--- config.mk ---
export PLATFORM = sky130hd
export DESIGN_NAME = dma_master_flat
export DESIGN_NICKNAME = d
export VERILOG_FILES = /design/src/rtl/dma_pkg.sv /design/src/rtl/dma_master_if.sv /design/src/rtl/dma_master.sv /design/src/flat_wrapper.sv
export SDC_FILE = /design/constraint.sdc
export NUM_CORES = 1
export LEC_CHECK = 0
export ABC_AREA = 1
export ABC_CLOCK_PERIOD_IN_PS = 8200
export CAP_MARGIN = 20
export CORE_MARGIN = 1
export CORE_UTILIZATION = 40
export CTS_CLUSTER_SIZE = 40
export DETAILED_ROUTE_END_ITERATION = 10
export PLACE_DENSITY_LB_ADDON = 0.12
export SLEW_MARGIN = 20
export SYNTH_ARGS = -nofsm -noshare
export SYNTH_HDL_FRONTEND = slang
export SYNTH_SLANG_ARGS = --single-unit
--- constraint.sdc ---
create_clock -name clk -period 8.2 [get_ports clk]
set_input_delay 1.64 -clock clk [delete_from_list [all_inputs] [get_ports clk]]
set_output_delay 1.64 -clock clk [all_outputs]
set_load 0.05 [all_outputs]
--- src/rtl/dma_pkg.sv ---
// Shared definitions for the DMA master: bus width defaults, length width, FSM states.
package dma_pkg;

  localparam int ADDR_W_DEF = 8;
  localparam int DATA_W_DEF = 32;
  localparam int LEN_W      = 8;

  typedef enum logic [2:0] {
    ST_IDLE   = 3'd0,
    ST_REQ    = 3'd1,
    ST_RD     = 3'd2,
    ST_RDWAIT = 3'd3,
    ST_WR     = 3'd4,
    ST_DONE   = 3'd5
  } dma_state_e;

  // True in the states that present a bus address (read or write phase).
  function automatic logic is_addr_state(input dma_state_e st);
    return (st == ST_RD) || (st == ST_RDWAIT) || (st == ST_WR);
  endfunction

endpackage

--- src/rtl/dma_master_if.sv ---
// Arbitrated single-master bus between the DMA engine and the memory/arbiter side.
interface dma_master_if #(
  parameter int ADDR_W = 8,
  parameter int DATA_W = 32
);
  logic              M_req;
  logic              M_wr;
  logic [ADDR_W-1:0] M_address;
  logic [DATA_W-1:0] M_dout;
  logic              M_grant;
  logic [DATA_W-1:0] M_din;

  modport master (
    output M_req, M_wr, M_address, M_dout,
    input  M_grant, M_din
  );

  modport slave (
    input  M_req, M_wr, M_address, M_dout,
    output M_grant, M_din
  );
endinterface

--- src/rtl/dma_master.sv ---
// Word-copy DMA engine: read src+idx, write dst+idx, three cycles per word under steady grant.
// All outputs are registered from the decode of the next state, so they only move on clk.
module dma_master
  import dma_pkg::*;
#(
  parameter int ADDR_W = ADDR_W_DEF,
  parameter int DATA_W = DATA_W_DEF
) (
  input  logic              clk,
  input  logic              reset,
  input  logic              start,
  input  logic [ADDR_W-1:0] src_addr,
  input  logic [ADDR_W-1:0] dst_addr,
  input  logic [LEN_W-1:0]  len,
  output logic              busy,
  output logic              done,
  dma_master_if.master      bus
);

  dma_state_e        r_state, w_state_nxt;
  logic [ADDR_W-1:0] r_src, r_dst, w_src_nxt, w_dst_nxt;
  logic [LEN_W-1:0]  r_len, r_idx, w_len_nxt, w_idx_nxt, w_idx_inc;
  logic [DATA_W-1:0] r_buf, w_buf_nxt;

  logic              r_busy, r_done, r_req, r_wr;
  logic [ADDR_W-1:0] r_addr;
  logic              w_busy_nxt, w_done_nxt, w_req_nxt, w_wr_nxt;
  logic [ADDR_W-1:0] w_addr_nxt;

  assign w_idx_inc = r_idx + LEN_W'(1);

  // Next-state, operand capture and word-index update.
  always_comb begin
    w_state_nxt = r_state;
    w_src_nxt   = r_src;
    w_dst_nxt   = r_dst;
    w_len_nxt   = r_len;
    w_idx_nxt   = r_idx;
    w_buf_nxt   = r_buf;
    case (r_state)
      ST_IDLE: begin
        if (start) begin
          w_src_nxt   = src_addr;
          w_dst_nxt   = dst_addr;
          w_len_nxt   = len;
          w_idx_nxt   = {LEN_W{1'b0}};
          w_state_nxt = (len == {LEN_W{1'b0}}) ? ST_DONE : ST_REQ;
        end else begin
          w_state_nxt = ST_IDLE;
        end
      end
      ST_REQ: begin
        if (bus.M_grant) w_state_nxt = ST_RD;
        else             w_state_nxt = ST_REQ;
      end
      ST_RD: begin
        if (bus.M_grant) w_state_nxt = ST_RDWAIT;
        else             w_state_nxt = ST_REQ;
      end
      ST_RDWAIT: begin
        if (bus.M_grant) begin
          w_buf_nxt   = bus.M_din;
          w_state_nxt = ST_WR;
        end else begin
          w_state_nxt = ST_REQ;
        end
      end
      ST_WR: begin
        // A write without grant is not counted; the same word restarts from RD.
        if (bus.M_grant) begin
          w_idx_nxt   = w_idx_inc;
          w_state_nxt = (w_idx_inc == r_len) ? ST_DONE : ST_RD;
        end else begin
          w_state_nxt = ST_REQ;
        end
      end
      ST_DONE: w_state_nxt = ST_IDLE;
      default: w_state_nxt = ST_IDLE;
    endcase
  end

  // Output decode of the upcoming state, registered below.
  always_comb begin
    w_busy_nxt = (w_state_nxt != ST_IDLE);
    w_done_nxt = (w_state_nxt == ST_DONE);
    w_req_nxt  = (w_state_nxt == ST_REQ) || is_addr_state(w_state_nxt);
    w_wr_nxt   = 1'b0;
    w_addr_nxt = {ADDR_W{1'b0}};
    case (w_state_nxt)
      ST_RD, ST_RDWAIT: w_addr_nxt = w_src_nxt + ADDR_W'(w_idx_nxt);
      ST_WR: begin
        w_wr_nxt   = 1'b1;
        w_addr_nxt = w_dst_nxt + ADDR_W'(w_idx_nxt);
      end
      default: w_addr_nxt = {ADDR_W{1'b0}};
    endcase
  end

  // State, operand and output registers with synchronous reset.
  always_ff @(posedge clk) begin
    if (reset) begin
      r_state <= ST_IDLE;
      r_src   <= {ADDR_W{1'b0}};
      r_dst   <= {ADDR_W{1'b0}};
      r_len   <= {LEN_W{1'b0}};
      r_idx   <= {LEN_W{1'b0}};
      r_buf   <= {DATA_W{1'b0}};
      r_busy  <= 1'b0;
      r_done  <= 1'b0;
      r_req   <= 1'b0;
      r_wr    <= 1'b0;
      r_addr  <= {ADDR_W{1'b0}};
    end else begin
      r_state <= w_state_nxt;
      r_src   <= w_src_nxt;
      r_dst   <= w_dst_nxt;
      r_len   <= w_len_nxt;
      r_idx   <= w_idx_nxt;
      r_buf   <= w_buf_nxt;
      r_busy  <= w_busy_nxt;
      r_done  <= w_done_nxt;
      r_req   <= w_req_nxt;
      r_wr    <= w_wr_nxt;
      r_addr  <= w_addr_nxt;
    end
  end

  assign busy          = r_busy;
  assign done          = r_done;
  assign bus.M_req     = r_req;
  assign bus.M_wr      = r_wr;
  assign bus.M_address = r_addr;
  assign bus.M_dout    = r_buf;

endmodule
--- src/flat_wrapper.sv ---
// flat-port wrapper written by rule: the top's interface ports become plain ports
module dma_master_flat import dma_pkg::*;
#(
  parameter int ADDR_W = ADDR_W_DEF,
  parameter int DATA_W = DATA_W_DEF
)
  (clk, reset, start, src_addr, dst_addr, len, busy, done, bus_M_req, bus_M_wr, bus_M_address, bus_M_dout, bus_M_grant, bus_M_din);
  dma_master_if #(.ADDR_W(ADDR_W), .DATA_W(DATA_W)) bus_i ();
  input  logic clk;
  input  logic reset;
  input  logic start;
  input  logic [ADDR_W-1:0] src_addr;
  input  logic [ADDR_W-1:0] dst_addr;
  input  logic [LEN_W-1:0] len;
  output logic busy;
  output logic done;
  output wire logic [$bits(bus_i.M_req)-1:0] bus_M_req;
  output wire logic [$bits(bus_i.M_wr)-1:0] bus_M_wr;
  output wire logic [$bits(bus_i.M_address)-1:0] bus_M_address;
  output wire logic [$bits(bus_i.M_dout)-1:0] bus_M_dout;
  input wire logic [$bits(bus_i.M_grant)-1:0] bus_M_grant;
  input wire logic [$bits(bus_i.M_din)-1:0] bus_M_din;
  assign bus_M_req = bus_i.M_req;
  assign bus_M_wr = bus_i.M_wr;
  assign bus_M_address = bus_i.M_address;
  assign bus_M_dout = bus_i.M_dout;
  assign bus_i.M_grant = bus_M_grant;
  assign bus_i.M_din = bus_M_din;
  dma_master #(.ADDR_W(ADDR_W), .DATA_W(DATA_W)) u_core (.clk(clk), .reset(reset), .start(start), .src_addr(src_addr), .dst_addr(dst_addr), .len(len), .busy(busy), .done(done), .bus(bus_i));
endmodule
==> flow_summary.json <==
{
  "fin_crit_ns": 5.04,
  "crit_family": "buffers and inverters",
  "drt_first_pass_iters": 4,
  "swShare": 0.261,
  "die_w_um": 96.2,
  "rr_startpoint": "u_core.r_state[0]",
  "worstPathMaxFanout": 42,
  "synth_edf_count": 0,
  "p_int_uw": 627,
  "root_buffer": "clkbuf_8",
  "cts_htree_levels": 3,
  "synthArstFlopShare": 0,
  "wirelength_mm": 9.04,
  "n_antenna_cell": 0,
  "fillers": 858,
  "area_delta_synth_final_pct": 37.8,
  "max_cap_violations": 0,
  "synth_seq_cells": 79,
  "cts_setup_buffers": 0,
  "relSlewSlack": 0.461,
  "fp.dieH_um": 96.2,
  "clock.fmax_mhz": 199,
  "netlist_top_cells_count": "102 x nor2_1, 79 x dfxtp_1, 61 x nand2_1, 45 x o21ai_0, 33 x inv_1",
  "synth_warnings": 0,
  "remaining_drc_errors": 0,
  "start_util": 0.409,
  "crit_top_cell": "nand2_1",
  "grt_overflow_total": 0,
  "p_comb_frac": 0.144,
  "setup_violations": 0,
  "cp.buffers_inverters": 2,
  "startpoint": "bus_M_grant",
  "synthTopCellsByArea": "dfxtp_1 45%, nor2_1 11%, nand2_1 6.4%",
  "numCtsBuffers": 9,
  "end_kind": "flip-flop",
  "drive_above_1_share": 0.0722,
  "fin_skew_ns": 0.00760,
  "cts_tree": "yes",
  "multi_input_area_mm2": 0.00177,
  "final-hold-violation-count": 0,
  "netlist.top_cell.by_area": "dfxtp_1",
  "final-max-slew-violation-count": 0,
  "syn-cell-area_mm2": 0.00355,
  "grt_max_degree": 43,
  "crit_path_start_kind": "primary input",
  "pin_count": 104,
  "ant_nets": 0,
  "seq_area_mm2": 0.00158,
  "yosysSeqAreaShare": 0.445,
  "antenna_found_initial": 0,
  "post_cts_resize_count": 0,
  "via_per_inst": 4.89,
  "clockPowerShare": 0.380,
  "min_period_over_period": 0.614,
  "cts_buffer_depth": 2,
  "dp_cells": 659,
  "hp-class": "flip-flop to flip-flop",
  "clk_latency_ns": 0.35,
  "netlist_instances": 465,
  "outcome": "completed",
  "slowest_delay_ns": 0.71,
  "coreArea_mm2": 0.00868,
  "ctsHoldBuffers": 0,
  "cts.sinks": 79,
  "power_density_mw_per_mm2": 173,
  "grt_pass1_vias": 3197,
  "wl_per_cell_um": 13.4,
  "synth_top_area_frac": 0.445,
  "synthFlopType": "dfxtp_1",
  "drtIter0Drc": 114,
  "p_leak_nw": 2.19,
  "finalNonFillerCells": 676,
  "globalplace.congestion": 0.875,
  "holdCritStartpoint": "u_core.r_len[2]",
  "cp.arrival_ns": 5.28,
  "crit_path_cell_trace": "clkdlybuf4s50_1, nand2_1, nor3_4, inv_2, mux2i_1, ha_1, fa_1, nand2_1, nand2_1, a21oi_1, nor2_1, o21ai_0, a21o_1, a21oi_1",
  "fp-row-count": 34,
  "timing_worst_slew_pin_value_ns": 0.805,
  "power.switching_uw": 221,
  "synth_cell_types": 37,
  "vias": 3306,
  "dp_hpwl_mm": 6.52,
  "avgSynthCellArea_um2": 7.64,
  "yosysMostFrequentCell": "nor2_1",
  "final_net_count": 632,
  "cp.required_ns": 8.44,
  "die-area_mm2": 0.00926,
  "io_buffers": 103,
  "grt_usage": 0.205,
  "path_class": "primary input to flip-flop",
  "slowest_stage": "clkdlybuf4s50_1",
  "setup_tns_ns": 0,
  "clk_pin_slew_worst_paths_ns": 0.09,
  "grt_pass1_wl_mm": 14.4,
  "irDropWorstVdd_mv": 0.102,
  "grt_setup_unrepaired": "no",
  "synth_nets": 534,
  "p_seq_frac": 0.476
}
[cell families after synthesis]
family	after synthesis	synth area share
AO/OA/AOI/OAI	80	0.124
XOR/XNOR	5	0.0123
AND/OR/NAND/NOR	217	0.265
adder cells (fa/ha/maj)	9	0.0338
multiplexers	22	0.0620
flip-flops	79	0.445
buffers and inverters	53	0.0581
[worst min-delay path: cells and delay by family (launching register included)]
kind                   cells  cell delay (ns)
AO/OA/AOI/OAI              1             0.05
flip-flops                 1             0.32
buffers and inverters      1             0.07
[layout by cell type, fill, tap and decap left out, drive strengths merged]
cell type	netlist	routed
a211oi	2	2
a21o	1	1
a21oi	22	22
a31oi	2	2
buf	5	3
bufinv	0	2
clkbuf	14	10
clkdlybuf4s50	0	103
clkinv	0	2
dfxtp	79	79
fa	1	1
ha	8	8
inv	34	36
mux2i	22	22
nand2	68	68
nand3	33	33
nor2	108	108
nor3	3	3
nor4	2	2
o211ai	3	3
o21a	1	1
o21ai	47	47
o21bai	1	1
o31ai	1	1
or2	3	3
xnor2	1	1
xor2	4	4
[path summary, 6_finish.rpt]
check / cells past startpoint / end / slack (ns)
worst max-delay path: 14 / u_core.bus.M_address[6] / 3.16
worst min-delay path: 2 / u_core.r_len[2] / 0.48
worst max register to register: 13 / u_core.bus.M_address[6] / 4.81
worst min register to register: 2 / u_core.r_len[2] / 0.48
[flip-flops by register name, summed over array words and instances (netlist names)]
signal and flops:
u_core.bus.M_address 8, u_core.bus.M_dout 32, u_core.bus.M_req 1, u_core.bus.M_wr 1
u_core.busy 1, u_core.done 1, u_core.r_dst 8, u_core.r_idx 8
u_core.r_len 8, u_core.r_src 8, u_core.r_state 3
[cell type report]
cell class                      count  area share
Clock inverter                      6      0.0187
Multi-Input combinational cell    333       0.362
Tap cell                          108      0.0276
Inverter                           34      0.0261
Timing Repair Buffer              106       0.217
Sequential cell                    79       0.323
Clock buffer                       10      0.0261
[power groups by stage]
stage | clock [mW] | sequential [mW] | combinational, mW
floorplan | 0 | 0.427 | 0.0549
global placement | 0 | 0.413 | 0.121
detailed placement | 0 | 0.413 | 0.122
CTS | 0.331 | 0.404 | 0.122
global route | 0.346 | 0.406 | 0.133
finish | 0.322 | 0.404 | 0.122
[metrics by stage]
step                setup slack, ns   util  cell area, um^2  power, mW  hold WS (ns)
global placement               2.47  0.537             4660      0.533         0.462
detailed placement             2.30  0.537             4660      0.535         0.467
floorplan                      4.28      -             3550      0.482         0.445
global route                   2.95  0.564             4890      0.885         0.500
CTS                            2.68  0.562             4880      0.858         0.479
finish                         3.16  0.564             4890      0.848         0.481
[routing by layer]
| metal | wire length [um] | GRT usage | up-vias |
|---|---|---|---|
| met5 | 0 | 0 | - |
| met4 | 102 | 0.0585 | 0 |
| met3 | 606 | 0.0790 | 9 |
| met2 | 4150 | 0.342 | 77 |
| met1 | 4190 | 0.243 | 1506 |
| li1 | - | - | 1714 |
Power figures use the tool's default switching activity.
